--- src/rtl/branch_pkg.sv ---
// Shared types and condition-index constants for the branch condition controller.
package branch_pkg;

   typedef enum logic [1:0] {
      IDLE,
      WAIT_FLAGS,
      RESOLVE,
      FLUSH
   } state_e;

   localparam logic [3:0] COND_ALWAYS     = 4'd11;
   localparam logic [3:0] COND_NEVER      = 4'd10;
   localparam logic [3:0] COND_LAST_LEGAL = 4'd11;

endpackage

--- src/rtl/cond_eval.sv ---
// Combinational branch condition test against the 12-bit comparison-flag register.
module cond_eval
   import branch_pkg::*;
(
   input  logic [3:0]  cond_i,
   input  logic        negate_i,
   input  logic [11:0] comp_reg_i,
   output logic        taken_o
);

   logic [15:0] flags_ext;

   // Indices past the flag register are never taken, whatever the negate bit says.
   always_comb begin
      flags_ext = {4'b0000, comp_reg_i};
      taken_o   = 1'b0;
      if (cond_i <= COND_LAST_LEGAL) begin
         taken_o = flags_ext[cond_i] ^ negate_i;
      end
   end

endmodule

--- src/rtl/branch_cond_ctrl.sv ---
// Branch condition sequencer: flag interlock, resolve, redirect and fixed flush.
// Optional taken/not-taken statistics counters under BRANCH_STATS_EN.
module branch_cond_ctrl
   import branch_pkg::*;
#(
   parameter int PC_W         = 32,
   parameter int FLUSH_CYCLES = 2
) (
   input  logic            clk,
   input  logic            reset,
   input  logic            i_br_valid,
   output logic            o_br_ready,
   input  logic [3:0]      i_br_cond,
   input  logic            i_br_negate,
   input  logic [PC_W-1:0] i_br_target,
   input  logic            i_cmp_pending,
   input  logic [11:0]     i_comp_reg,
   output logic            o_stall,
   output logic            o_redirect_valid,
   output logic [PC_W-1:0] o_redirect_pc,
   output logic            o_flush
`ifdef BRANCH_STATS_EN
  ,output logic [15:0]     o_taken_cnt,
   output logic [15:0]     o_nottaken_cnt
`endif
);

   localparam logic [3:0] FLUSH_LOAD = FLUSH_CYCLES[3:0];

   state_e          state_q;
   logic [3:0]      cond_q;
   logic            negate_q;
   logic [PC_W-1:0] target_q;
   logic [PC_W-1:0] pc_q;
   logic [3:0]      cnt_q;
   logic            taken;

   cond_eval u_cond_eval (
      .cond_i     (cond_q),
      .negate_i   (negate_q),
      .comp_reg_i (i_comp_reg),
      .taken_o    (taken)
   );

   always_ff @(posedge clk or posedge reset) begin
      if (reset) begin
         state_q  <= IDLE;
         cond_q   <= '0;
         negate_q <= 1'b0;
         target_q <= '0;
         pc_q     <= '0;
         cnt_q    <= '0;
      end else begin
         unique case (state_q)
            IDLE: begin
               if (i_br_valid) begin
                  cond_q   <= i_br_cond;
                  negate_q <= i_br_negate;
                  target_q <= i_br_target;
                  state_q  <= i_cmp_pending ? WAIT_FLAGS : RESOLVE;
               end
            end
            WAIT_FLAGS: begin
               if (!i_cmp_pending) begin
                  state_q <= RESOLVE;
               end
            end
            RESOLVE: begin
               if (taken) begin
                  pc_q    <= target_q;
                  cnt_q   <= FLUSH_LOAD;
                  state_q <= FLUSH;
               end else begin
                  state_q <= IDLE;
               end
            end
            FLUSH: begin
               cnt_q <= cnt_q - 4'd1;
               if (cnt_q == 4'd1) begin
                  state_q <= IDLE;
               end
            end
            default: state_q <= IDLE;
         endcase
      end
   end

   // pc_q keeps the last redirect so the PC output is stable between strobes.
   always_comb begin
      o_br_ready       = (state_q == IDLE);
      o_stall          = (state_q == WAIT_FLAGS) || (state_q == RESOLVE);
      o_redirect_valid = (state_q == RESOLVE) && taken;
      o_redirect_pc    = o_redirect_valid ? target_q : pc_q;
      o_flush          = (state_q == FLUSH);
   end

`ifdef BRANCH_STATS_EN
   logic [15:0] taken_cnt_q;
   logic [15:0] taken_cnt_d;
   logic [15:0] nottaken_cnt_q;
   logic [15:0] nottaken_cnt_d;

   always_comb begin
      taken_cnt_d    = taken_cnt_q;
      nottaken_cnt_d = nottaken_cnt_q;
      if (state_q == RESOLVE) begin
         if (taken && taken_cnt_q != 16'hFFFF) begin
            taken_cnt_d = taken_cnt_q + 16'd1;
         end
         if (!taken && nottaken_cnt_q != 16'hFFFF) begin
            nottaken_cnt_d = nottaken_cnt_q + 16'd1;
         end
      end
   end

   always_ff @(posedge clk or posedge reset) begin
      if (reset) begin
         taken_cnt_q    <= '0;
         nottaken_cnt_q <= '0;
      end else begin
         taken_cnt_q    <= taken_cnt_d;
         nottaken_cnt_q <= nottaken_cnt_d;
      end
   end

   assign o_taken_cnt    = taken_cnt_q;
   assign o_nottaken_cnt = nottaken_cnt_q;
`endif

endmodule

--- config.mk ---
export PLATFORM = sky130hd
export DESIGN_NAME = branch_cond_ctrl
export DESIGN_NICKNAME = d
export VERILOG_FILES = /design/src/rtl/branch_pkg.sv /design/src/rtl/cond_eval.sv /design/src/rtl/branch_cond_ctrl.sv
export SDC_FILE = /design/constraint.sdc
export NUM_CORES = 1
export LEC_CHECK = 0
export BUFFER_PORTS_ARGS = -buffer_cell sky130_fd_sc_hd__buf_2
export CAP_MARGIN = 20
export CORE_ASPECT_RATIO = 1.25
export CORE_MARGIN = 5
export CORE_UTILIZATION = 54
export DETAILED_ROUTE_END_ITERATION = 6
export PLACE_DENSITY_LB_ADDON = 0.08
export SYNTH_ARGS = -nofsm -noshare
export SYNTH_HDL_FRONTEND = slang
export SYNTH_SLANG_ARGS = --single-unit
--- constraint.sdc ---
create_clock -name clk -period 3.1 [get_ports clk]
set_input_delay 0.31 -clock clk [delete_from_list [all_inputs] [get_ports clk]]
set_output_delay 0.31 -clock clk [all_outputs]
set_load 0.1 [all_outputs]
Word level (Yosys, flattened, before mapping)
Cells that the tools add are included.
{"block": "op_classes", "n_addsub": 1, "magnitude_cmp": 2, "eq_ne": 8, "muxes": 12, "bitwise_logic": 1, "n_reduce_logical": 8}
{"operator": "$mux W32", "n": 1}
{"operator": "$mux W2", "n": 5}
{"operator": "$pmux W2 S4", "n": 1}
{"operator": "$pmux W4 S2", "n": 1}
{"operator": "$ne A2 B2 Y1 const B", "n": 3}
{"operator": "$reduce_and A2 Y1", "n": 3}
{"operator": "$lt A4 B5 Y1 const B", "n": 1}
{"operator": "$bmux W1 S4", "n": 1}
{"operator": "$eq A2 B2 Y1 const B", "n": 2}
{"operator": "$eq A4 B1 Y1 const B", "n": 1}
{"operator": "$le A4 B4 Y1 const B", "n": 1}
{"operator": "$mux W4", "n": 1}
{"operator": "$sub A4 B1 Y4 const B", "n": 1}
{"operator": "$reduce_and A3 Y1", "n": 1}
{"operator": "$eq A2 B1 Y1 const B", "n": 1}
{"operator": "$logic_not A2 Y1", "n": 1}
{"operator": "$mux W1", "n": 2}
{"operator": "$ne A2 B1 Y1 const B", "n": 1}
{"operator": "$reduce_bool A2 Y1", "n": 1}
{"operator": "$logic_and A1 B1 Y1", "n": 1}
{"operator": "$logic_or A1 B1 Y1", "n": 1}
{"operator": "$xor A1 B1 Y1", "n": 1}
{"block": "word_totals", "register_bits": 75, "input_bits": 53, "output_inout_bits": 36, "word_cells": 38}

Logic depth before layout (Yosys ltp)
Gate-level depths: netlist of the first run.
{"block": "depth", "ltp_word": 6, "ltp_mapped": 8, "mapped_depth_nobuf": 6}

Modules after synthesis
From an unflattened synthesis of the first run, not the netlist that was laid out.
{"block": "unflattened", "hier_cells": 204, "area_unflattened_um2": 3279.4}
{"mod": "branch_cond_ctrl", "n_inst": 1, "cells_per_inst": 192, "area_per_inst_um2": 3130.5}
{"mod": "cond_eval", "n_inst": 1, "cells_per_inst": 12, "area_per_inst_um2": 148.9}

Worst setup path after synthesis of the first run
Ideal clock, no wire load.
{"block": "synth_timing", "path_kind": "reg2out", "from": "register cond_q[0]", "to": "output port o_redirect_pc[31]", "arrival_time_ns": 2.731, "required_time_ns": 2.790, "setup_slack_ns": 0.059, "path_stages_with_launch": 8, "n_path_buf": 2, "path_cell_list": "dfrtp_1 buf_6 mux4_2 xnor2_2 a2111oi_4 o21ai_4 buf_6 mux2_1"}
{"block": "synth_between", "elab_chain_len": 6, "word_cells_on_any_way": 7}
{"item": "from (decl)", "line": "branch_cond_ctrl.sv:31", "rtl": "logic [3:0] cond_q;"}
{"item": "from (signal assigned)", "line": "branch_cond_ctrl.sv:57", "rtl": "cond_q <= i_br_cond;"}
{"item": "$bmux W1 S4", "line": "cond_eval.sv:18", "rtl": "taken_o = flags_ext[cond_i] ^ negate_i;"}
{"item": "$mux W1 (implied by the code)", "line": "cond_eval.sv:18"}
{"item": "$xor A1 B1 Y1", "line": "cond_eval.sv:18"}
{"item": "$mux W1 (*)", "line": "cond_eval.sv:17", "rtl": "if (cond_i <= COND_LAST_LEGAL) begin"}
{"item": "$logic_and A1 B1 Y1 (*)", "line": "branch_cond_ctrl.sv:92", "rtl": "o_redirect_valid = (state_q == RESOLVE) && taken;"}
{"item": "$mux W32 (*)", "line": "branch_cond_ctrl.sv:93", "rtl": "o_redirect_pc = o_redirect_valid ? target_q : pc_q;"}
{"item": "to (decl)", "line": "branch_cond_ctrl.sv:20", "rtl": "output logic [PC_W-1:0] o_redirect_pc,"}
Every way passes the cells marked *; elsewhere a longest branch is shown, timed or not. The select of a mux whose other input is x is not followed.

Worst setup path in the final report of the first run
{"block": "layout_timing", "from": "register cond_q[0]", "to": "output port o_redirect_pc[11]"}
The elaborated chain is that of the path after synthesis.

==> impl_metrics.tcl, run 1 <==
set metrics [dict create \
    vias 2357 \
    synth_top_family_by_area "multiplexers" \
    cp_max_fo 11 \
    yosysWarningCount 0 \
    maxSlewViolCount 0 \
    synthSimpleGateAreaFrac 0.03105 \
    dieWidth_um 84.91 \
    tns_ns 0 \
    wire_per_inst_um 16.46 \
    wirelength_um 7424 \
    synth.area.mux_share 0.3617 \
    reg2reg_depth 10 \
    placeableCoreArea_mm2 0.006892 \
    synth_enable_flop_cells 0 \
    syn_inst 246 \
    antennaDiodeCount 0 \
    crit_type "flop to output pin" \
    netlist_top_cells_count "dfrtp_1 (75), mux2_2 (56), mux2_4 (39)" \
    synth.yosys.seq_area_share 0.4955 \
    vias_per_cell 5.226 \
    ys.flop_type "dfrtp_1" \
    synth_largest_area_cell "dfrtp_1" \
    cts-root-buf "clkbuf_8" \
    post-dp-hpwl_um 5219 \
    critPathRequiredTime_ns 2.79 \
    start_kind "flop" \
    synth_top_area_share 0.4955 \
    fillers 446 \
    final_antenna_net_count 0 \
    drive_above_1_share 0.6620 \
    route.detailed.drc 0 \
    clk_pin_slew_ns 0.08 \
    worst_pin_slew_ns 0.6844 \
    fin_nets 415 \
    timing.rr.start "cond_q[0]" \
    max_freq_mhz 327.2 \
    io_buffers 88 \
    grt.overflow.total 0 \
    clockBufferDepth 2 \
    period_share 0.9860 \
    synth-compound-area-share 0.04262 \
    cts_buffers 9 \
    cts.sinks 75 \
    hold_violations 0 \
    maxCapViolCount 0 \
    end_kind "output pin" \
    antenna_found_initial 0 \
    ys_ff_latch 75 \
    hold_path.class "input port to asynchronous set/reset pin" \
    clock_skew_ns 0.008549 \
    synth_most_common_cell "dfrtp_1" \
    drt_first_pass_iters 4 \
    layout_min_cycle_time_ns 3.057 \
    globalplace.congestion 0.7555 \
    initial_core_util 0.5496 \
    synthArstFlopShare 1.000 \
    rows 34 \
    status "finished, final reports clean" \
    syn_area_mm2 0.003787 \
    die_area_mm2 0.008799 \
    grt_first_pass_wirelength_um 12410 \
    htree_levels 3 \
    synth_xor_area_frac 0.006607 \
    regToRegEndpoint "pc_q[2]" \
    rsz0062_at_grt "yes" \
    grt_usage 0.1766 \
    crit_arrival_ns 2.75 \
    grt_pass1_vias 2532 \
    die_h_um 103.6 \
    avgSynthCellArea_um2 15.40 \
    synth_area_leaders "dfrtp_1 (50%), mux2_2 (17%), mux2_4 (15%)" \
    slew_headroom 0.5430 \
    cts_tree "done" \
    synthAdderAreaFrac 0.01982 \
    pin_count 89 \
    grt_max_degree 46 \
    syn2layout_area_growth_pct 36.87 \
    ys_types 39 \
    insertion_delay_ns 0.35 \
    detail_route.iter0.violations 70 \
    regToRegSetupSlack_ns 0.52 \
    synth_fp_nets 305 \
    setup_viol 0 \
    whs_ns 0.05916 \
]
[layer usage]
layer	track usage	vias up	wire (µm)
li1	-	1118	-
met1	0.2134	1167	3064
met2	0.2928	65	3767
met3	0.06434	7	498
met4	0.05430	0	93
met5	0	-	0
[critical path: stages, from the launching register on]
cell	delay (ns)
dfrtp_1	0.39
mux4_2	0.55
xnor2_2	0.18
a2111oi_4	0.39
o21ai_4	0.14
clkinv_4	0.11
buf_12	0.15
mux2_4	0.32
buf_12	0.17
[state kept, by name (all words and copies together) (netlist names)]
name and cells:
cnt_q 4, cond_q 4, negate_q 1, pc_q 32, state_q 2, target_q 32
[cell type report]
class                      instances  area, µm²  share of cell area
sequential                        75       1878              0.3623
multi-input combinational        152       1780              0.3435
timing repair buffer             111       1180              0.2276
clock buffer                      10      137.6             0.02655
tap                               90      112.6             0.02172
clock inverter                     6      63.81             0.01231
inverter                           7      31.28            0.006034
[cells in the final DEF (no fill, tap or decap), types with 2 or more instances in the layout]
cell / Yosys / layout
buf_12: 4 / 37
clkinv_2: 0 / 2
clkinvlp_4: 0 / 2
o21ai_0: 3 / 3
buf_2: 0 / 55
inv_1: 6 / 5
mux4_2: 2 / 2
nand3b_1: 2 / 2
mux2i_1: 3 / 3
nand2_1: 4 / 3
xnor2_2: 1 / 2
mux2_2: 56 / 54
mux2_4: 39 / 44
or2_2: 2 / 2
nand2b_1: 2 / 2
mux2_1: 7 / 4
dfrtp_1: 75 / 74
o2bb2ai_1: 3 / 3
nor2_1: 3 / 2
clkbuf_8: 0 / 10
buf_4: 0 / 17
ha_1: 6 / 6
[worst max-delay path by stage]
| stage | from | to | slack (ns) | cells past startpoint |
|---|---|---|---|---|
| 4_1_cts | cond_q[0] | o_redirect_pc[6] | 0.001 | 8 |
| 5_1_grt | cond_q[0] | o_redirect_pc[28] | -0.08 | 8 |
| 3_3_place_gp | i_comp_reg[7] | o_redirect_pc[6] | 0.32 | 9 |
| 6_report | cond_q[0] | o_redirect_pc[11] | 0.04 | 8 |
| 3_5_place_dp | cond_q[0] | o_redirect_pc[30] | 0.30 | 8 |
| 2_1_floorplan | cond_q[0] | o_redirect_pc[31] | 0.06 | 7 |
[cell families after synthesis]
logic type | count (synthesis)
AOI/OAI and AO/OA | 17
adders and majority gates | 6
xor gates and xnor gates | 2
muxes | 107
and+or+nand+nor | 20
DFF | 75
buffers and inverters | 19
[metrics by stage]
stage | area (µm²) | util | setup WS (ns) | instances
2_1_floorplan | 3787 | - | 0.05948 | 246
3_3_place_gp | 4808 | 0.6977 | 0.3238 | 421
3_5_place_dp | 4808 | 0.6977 | 0.3034 | 421
4_1_cts | 5079 | 0.7369 | 0.001233 | 444
5_1_grt | 5184 | 0.7522 | -0.07881 | 451
6_report | 5184 | 0.7522 | 0.04341 | 451
[what timing repair did]
action / CTS / global route
pin swaps: 1 / 0
gates cloned: 0 / 1
resized for setup: 5 / 12
buffers inserted: 7 / 6
hold buffers: 0 / 0
endpoints found under the setup margin: 31 / 32
Power of run 1 is left out: the tool's default activity adds up to more than one toggle a clock period on the data nets, which glitch-free logic cannot reach.
==> inputs of run 2 (changes only) <==
--- a/config.mk
+++ b/config.mk
@@ -7,7 +7,7 @@
 export LEC_CHECK = 0
 export BUFFER_PORTS_ARGS = -buffer_cell sky130_fd_sc_hd__buf_2
 export CAP_MARGIN = 20
-export CORE_ASPECT_RATIO = 1.25
+export CORE_ASPECT_RATIO = 0.9
 export CORE_MARGIN = 5
 export CORE_UTILIZATION = 54
 export DETAILED_ROUTE_END_ITERATION = 6
==> constraint.sdc (replaced) <==
create_clock -name clk -period 3.3 [get_ports clk]
set_input_delay 0.33 -clock clk [delete_from_list [all_inputs] [get_ports clk]]
set_output_delay 0.33 -clock clk [all_outputs]
set_load 0.1 [all_outputs]
==> run 2 against run 1 <==
Net effect: setup slack improved by 0.13 ns; clock-buffer cell count did not move; flip-flop and latch count did not move; utilization fell by 3.0 points; global-route usage fell by 1.1 points; critical path depth did not move; critical endpoint is now o_redirect_pc[8]; first-iteration DRC count fell by 60%; sequential share of layout area rose by 1.3 points; clock skew rose by 0.0063 ns; critical path type unchanged; die area barely moved.
==> impl_metrics.tcl, run 2 (synthesis gave the netlist of run 1 again) <==
set metrics [dict create \
    insertion_delay_ns 0.34 \
    start_kind "flop" \
    grt.overflow.total 0 \
    grt_max_degree 38 \
    holdPathStages 2 \
    grt_usage 0.1657 \
    die_area_mm2 0.008791 \
    reg2reg_depth 7 \
    crit_arrival_ns 2.79 \
    dp_cells 422 \
    drt_first_pass_iters 4 \
    tns_ns 0 \
    crit_type "flop to output pin" \
    top_regs "pc_q: 32 flops, target_q: 32 flops" \
    whs_ns 0.2106 \
    pin_count 89 \
    setup_viol 0 \
    cts_buffers 9 \
    die_h_um 89.45 \
    max_freq_mhz 320.3 \
    layout.cells.non_filler 441 \
    status "finished, final reports clean" \
    antennaDiodeCount 0 \
    grt_first_pass_wirelength_um 11360 \
    post-dp-hpwl_um 5059 \
    syn2layout_area_growth_pct 32.08 \
    cts_tree "done" \
    maxCapViolCount 0 \
    layout_min_cycle_time_ns 3.122 \
    vias_per_cell 5.141 \
    slew_headroom 0.6582 \
    wirelength_um 6938 \
    clock_skew_ns 0.01487 \
    grt_pass1_vias 2364 \
    globalplace.congestion 0.7133 \
    cp_max_fo 12 \
    clk_pin_slew_ns 0.09 \
    route.detailed.drc 0 \
    worst_pin_slew_ns 0.5127 \
    period_share 0.9461 \
    initial_core_util 0.5465 \
    wire_per_inst_um 15.73 \
    rows 29 \
    detail_route.iter0.violations 28 \
    layout_common_cells "dfrtp_1 (74), mux2_2 (56), buf_2 (56)" \
    final_common_cell "dfrtp_1" \
    fin_nets 402 \
    maxSlewViolCount 0 \
    critPathRequiredTime_ns 2.97 \
    hold_path.class "input port to flop" \
    io_buffers 88 \
    cts.sinks 75 \
    end_kind "output pin" \
    clockBufferDepth 2 \
    rsz0062_at_grt "no" \
    hold_violations 0 \
    vias 2267 \
    drive_above_1_share 0.6322 \
    regToRegSetupSlack_ns 0.92 \
    dieWidth_um 98.28 \
    placeableCoreArea_mm2 0.006930 \
    cts-root-buf "clkbuf_8" \
    final_antenna_net_count 0 \
    htree_levels 3 \
    antenna_found_initial 0 \
]
run 2: metal layers:
metal	vias to the layer above	routed length, µm	part of all wire	GRT usage
met5	-	0	0	0
met4	0	29	0.0042	0.04839
met3	2	421	0.061	0.06552
met2	54	3570	0.51	0.2874
met1	1125	2917	0.42	0.1940
li1	1086	-	-	-
run 2: cell type report:
class | instances | area (µm²)
repair buffers | 98 | 1018
flip-flops and latches | 75 | 1878
inverters | 7 | 28.78
fillers | 481 | 1928
clock inverters | 6 | 71.32
multi-input cells | 152 | 1752
well taps | 93 | 116.4
clock buffers | 10 | 137.6
run 2: stage by stage:
step	util	area, µm²	setup slack (ns)
floorplan	-	3787	0.2395
global placement	0.6868	4760	0.2689
detailed placement	0.6868	4760	0.1908
CTS	0.7196	4987	0.04204
global route	0.7218	5002	0.02143
finish	0.7218	5002	0.1778
run 2: timing repair:
action                                 CTS  global route
hold buffers                             1             0
resized for setup                        1             2
pin swaps                                1             1
endpoints found under the hold margin   18             0
setup endpoints to repair               32             9
buffers inserted                         1             1
run 2: worst max-delay path: stages, from the launching register on:
cell and delay, ns:
dfrtp_2 0.37, mux4_2 0.52, xnor2_2 0.17, a2111oi_4 0.47, o21ai_4 0.12, inv_4 0.10, buf_6 0.20, mux2_4 0.34
buf_12 0.17
run 2: path summary, 6_finish.rpt:
path                                      start          endpoint
worst max-delay path                  cond_q[0]  o_redirect_pc[8]
worst min-delay path            i_br_target[26]      target_q[26]
worst max register to register        cond_q[0]           pc_q[5]
worst min register to register         pc_q[23]          pc_q[23]
max in group asynchronous                 reset         cond_q[0]
min in group asynchronous                 reset      target_q[30]
Power of run 2 is left out for the same reason.
==> inputs of run 3 (changes only) <==
--- a/config.mk
+++ b/config.mk
@@ -9,9 +9,11 @@
 export CAP_MARGIN = 20
 export CORE_ASPECT_RATIO = 0.9
 export CORE_MARGIN = 5
-export CORE_UTILIZATION = 54
+export CORE_UTILIZATION = 49
 export DETAILED_ROUTE_END_ITERATION = 6
+export MAX_ROUTING_LAYER = met4
 export PLACE_DENSITY_LB_ADDON = 0.08
+export REMOVE_ABC_BUFFERS = 1
 export SYNTH_ARGS = -nofsm -noshare
 export SYNTH_HDL_FRONTEND = slang
 export SYNTH_SLANG_ARGS = --single-unit
==> constraint.sdc (replaced) <==
create_clock -name clk -period 2.5 [get_ports clk]
set_input_delay 0.25 -clock clk [delete_from_list [all_inputs] [get_ports clk]]
set_output_delay 0.25 -clock clk [all_outputs]
set_load 0.1 [all_outputs]
==> run 3 against run 2 <==
Net effect: critical path type unchanged; first-iteration DRC count grew 140%; clock skew shrank 0.0055 ns; the flow now finishes with violations (negative setup slack); utilization shrank 1.9 points; largest cell class unchanged; register-to-register slack lost 1.0 ns; routed wire length grew 9.6%.
==> impl_metrics.tcl, run 3 (synthesis gave the netlist of run 1 again) <==
set metrics [dict create \
    status "finished, violations left" \
    violations "negative setup slack" \
    dpl_worst_slack_ns -0.2498 \
    hold_path.class "input port to flop" \
    setup_viol 40 \
    critPathSlowestCell "mux4_2" \
    globalplace.congestion 0.7671 \
    regToRegSetupSlack_ns -0.11 \
    grt_first_pass_wirelength_um 12500 \
    cts_buffers 9 \
    regToRegEndpoint "pc_q[10]" \
    final_antenna_net_count 0 \
    vias_per_cell 5.047 \
    reg2reg_depth 8 \
    antenna_found_initial 0 \
    timing.rr.start "cond_q[0]" \
    grt.overflow.total 0 \
    post-dp-hpwl_um 5117 \
    cts.sinks 75 \
    vias 2372 \
    drive_above_1_share 0.6658 \
    worst_slack_ns -0.5318 \
    crit_type "flop to output pin" \
    fin_nets 429 \
    worst_pin_slew_ns 0.4909 \
    finalInstanceArea_mm2 0.005305 \
    fillers 526 \
    syn2layout_area_growth_pct 40.07 \
    drt_first_pass_iters 3 \
    insertion_delay_ns 0.34 \
    die_area_mm2 0.009590 \
    max_freq_mhz 329.8 \
    layout_common_cells "dfrtp_1 (75), mux2_2 (55), buf_2 (55)" \
    crit_path_end "o_redirect_pc[3]" \
    maxCapViolCount 0 \
    clk_pin_slew_ns 0.07 \
    cp-startpoint "cond_q[0]" \
    clock_skew_ns 0.009366 \
    crit_top_cell "buf_12" \
    cts_tree "done" \
    route.detailed.drc 0 \
    grt_usage 0.1746 \
    final_common_cell "dfrtp_1" \
    placeableCoreArea_mm2 0.007545 \
    whs_ns 0.1372 \
    start_kind "flop" \
    period_share 1.213 \
    die_h_um 93.41 \
    top_regs "pc_q: 32 flops, target_q: 32 flops" \
    place_area_mm2 0.004900 \
    rows 30 \
    rsz0062_at_grt "yes" \
    pin_count 89 \
    dieWidth_um 102.7 \
    cts-root-buf "clkbuf_8" \
    htree_levels 3 \
    slew_headroom 0.6750 \
    cp_max_fo 8 \
    slowest_delay_ns 0.54 \
    grt_pass1_vias 2593 \
    hold_violations 0 \
    utilization 0.7032 \
    initial_core_util 0.5020 \
    layout_min_cycle_time_ns 3.032 \
    wire_per_inst_um 16.18 \
    grt_max_degree 66 \
    worstPathCellList "mux4_2 > xnor2_2 > a2111oi_4 > o21ai_4 > clkinv_4 > buf_12 > mux2_4 > buf_12" \
    maxSlewViolCount 0 \
    io_buffers 88 \
    detail_route.iter0.violations 67 \
    crit_arrival_ns 2.78 \
    clockBufferDepth 2 \
    antennaDiodeCount 0 \
    wirelength_um 7603 \
    end_kind "output pin" \
    critPathRequiredTime_ns 2.25 \
]
==> run 3: per-stage QoR <==
step	instances	TNS, ns
finish	470	-17.00
global route	470	-22.31
CTS	465	-17.71
detailed placement	438	-6.369
global placement	438	-4.606
floorplan	234	-50.15
==> run 3: repair_timing <==
action | CTS | global route
pin swaps | 2 | 2
cloned | 2 | 0
hold buffers | 1 | 0
resized for setup | 7 | 7
setup buffers | 9 | 5
hold endpoints to repair | 10 | 0
setup endpoints to repair | 37 | 45
==> run 3: metal layers <==
metal / wire, µm / GRT usage / vias to the layer above
li1: - / - / 1140
met1: 3359 / 0.2248 / 1174
met2: 3917 / 0.2785 / 56
met3: 302 / 0.04474 / 2
met4: 23 / 0.03934 / 0
met5: 0 / - / -
==> run 3: how the worst min path moves through the flow <==
| stage | start | to | slack (ns) | depth (start not counted) |
|---|---|---|---|---|
| 6_report | i_br_target[26] | target_q[26] | 0.14 | 2 |
| 5_1_grt | i_br_target[27] | target_q[27] | 0.12 | 2 |
| 4_1_cts | i_br_target[18] | target_q[18] | 0.12 | 2 |
| 3_5_place_dp | reset | pc_q[10] | 0.17 | 2 |
| 3_3_place_gp | reset | pc_q[10] | 0.17 | 2 |
| 2_1_floorplan | i_br_cond[0] | cond_q[0] | 0.40 | 1 |
==> run 3: critical path, delay by kind of cell (launching register included) <==
kind / cells / cell delay (ns)
compound gates: 2 / 0.59
mux: 2 / 0.86
xor+xnor: 1 / 0.17
flops: 1 / 0.37
buf+inv: 3 / 0.45
==> run 3: area by class of cell <==
| class | count | area (µm²) | share of cell area |
|---|---|---|---|
| timing repair inverter | 1 | 7.507 | 0.001415 |
| inverter | 7 | 32.53 | 0.006132 |
| timing repair buffer | 124 | 1295 | 0.2441 |
| sequential | 75 | 1877 | 0.3538 |
| multi-input combinational | 152 | 1782 | 0.3358 |
| clock buffer | 10 | 137.6 | 0.02594 |
| tap | 96 | 120.1 | 0.02264 |
| clock inverter | 5 | 53.80 | 0.01014 |
Power of run 3 is left out for the same reason.
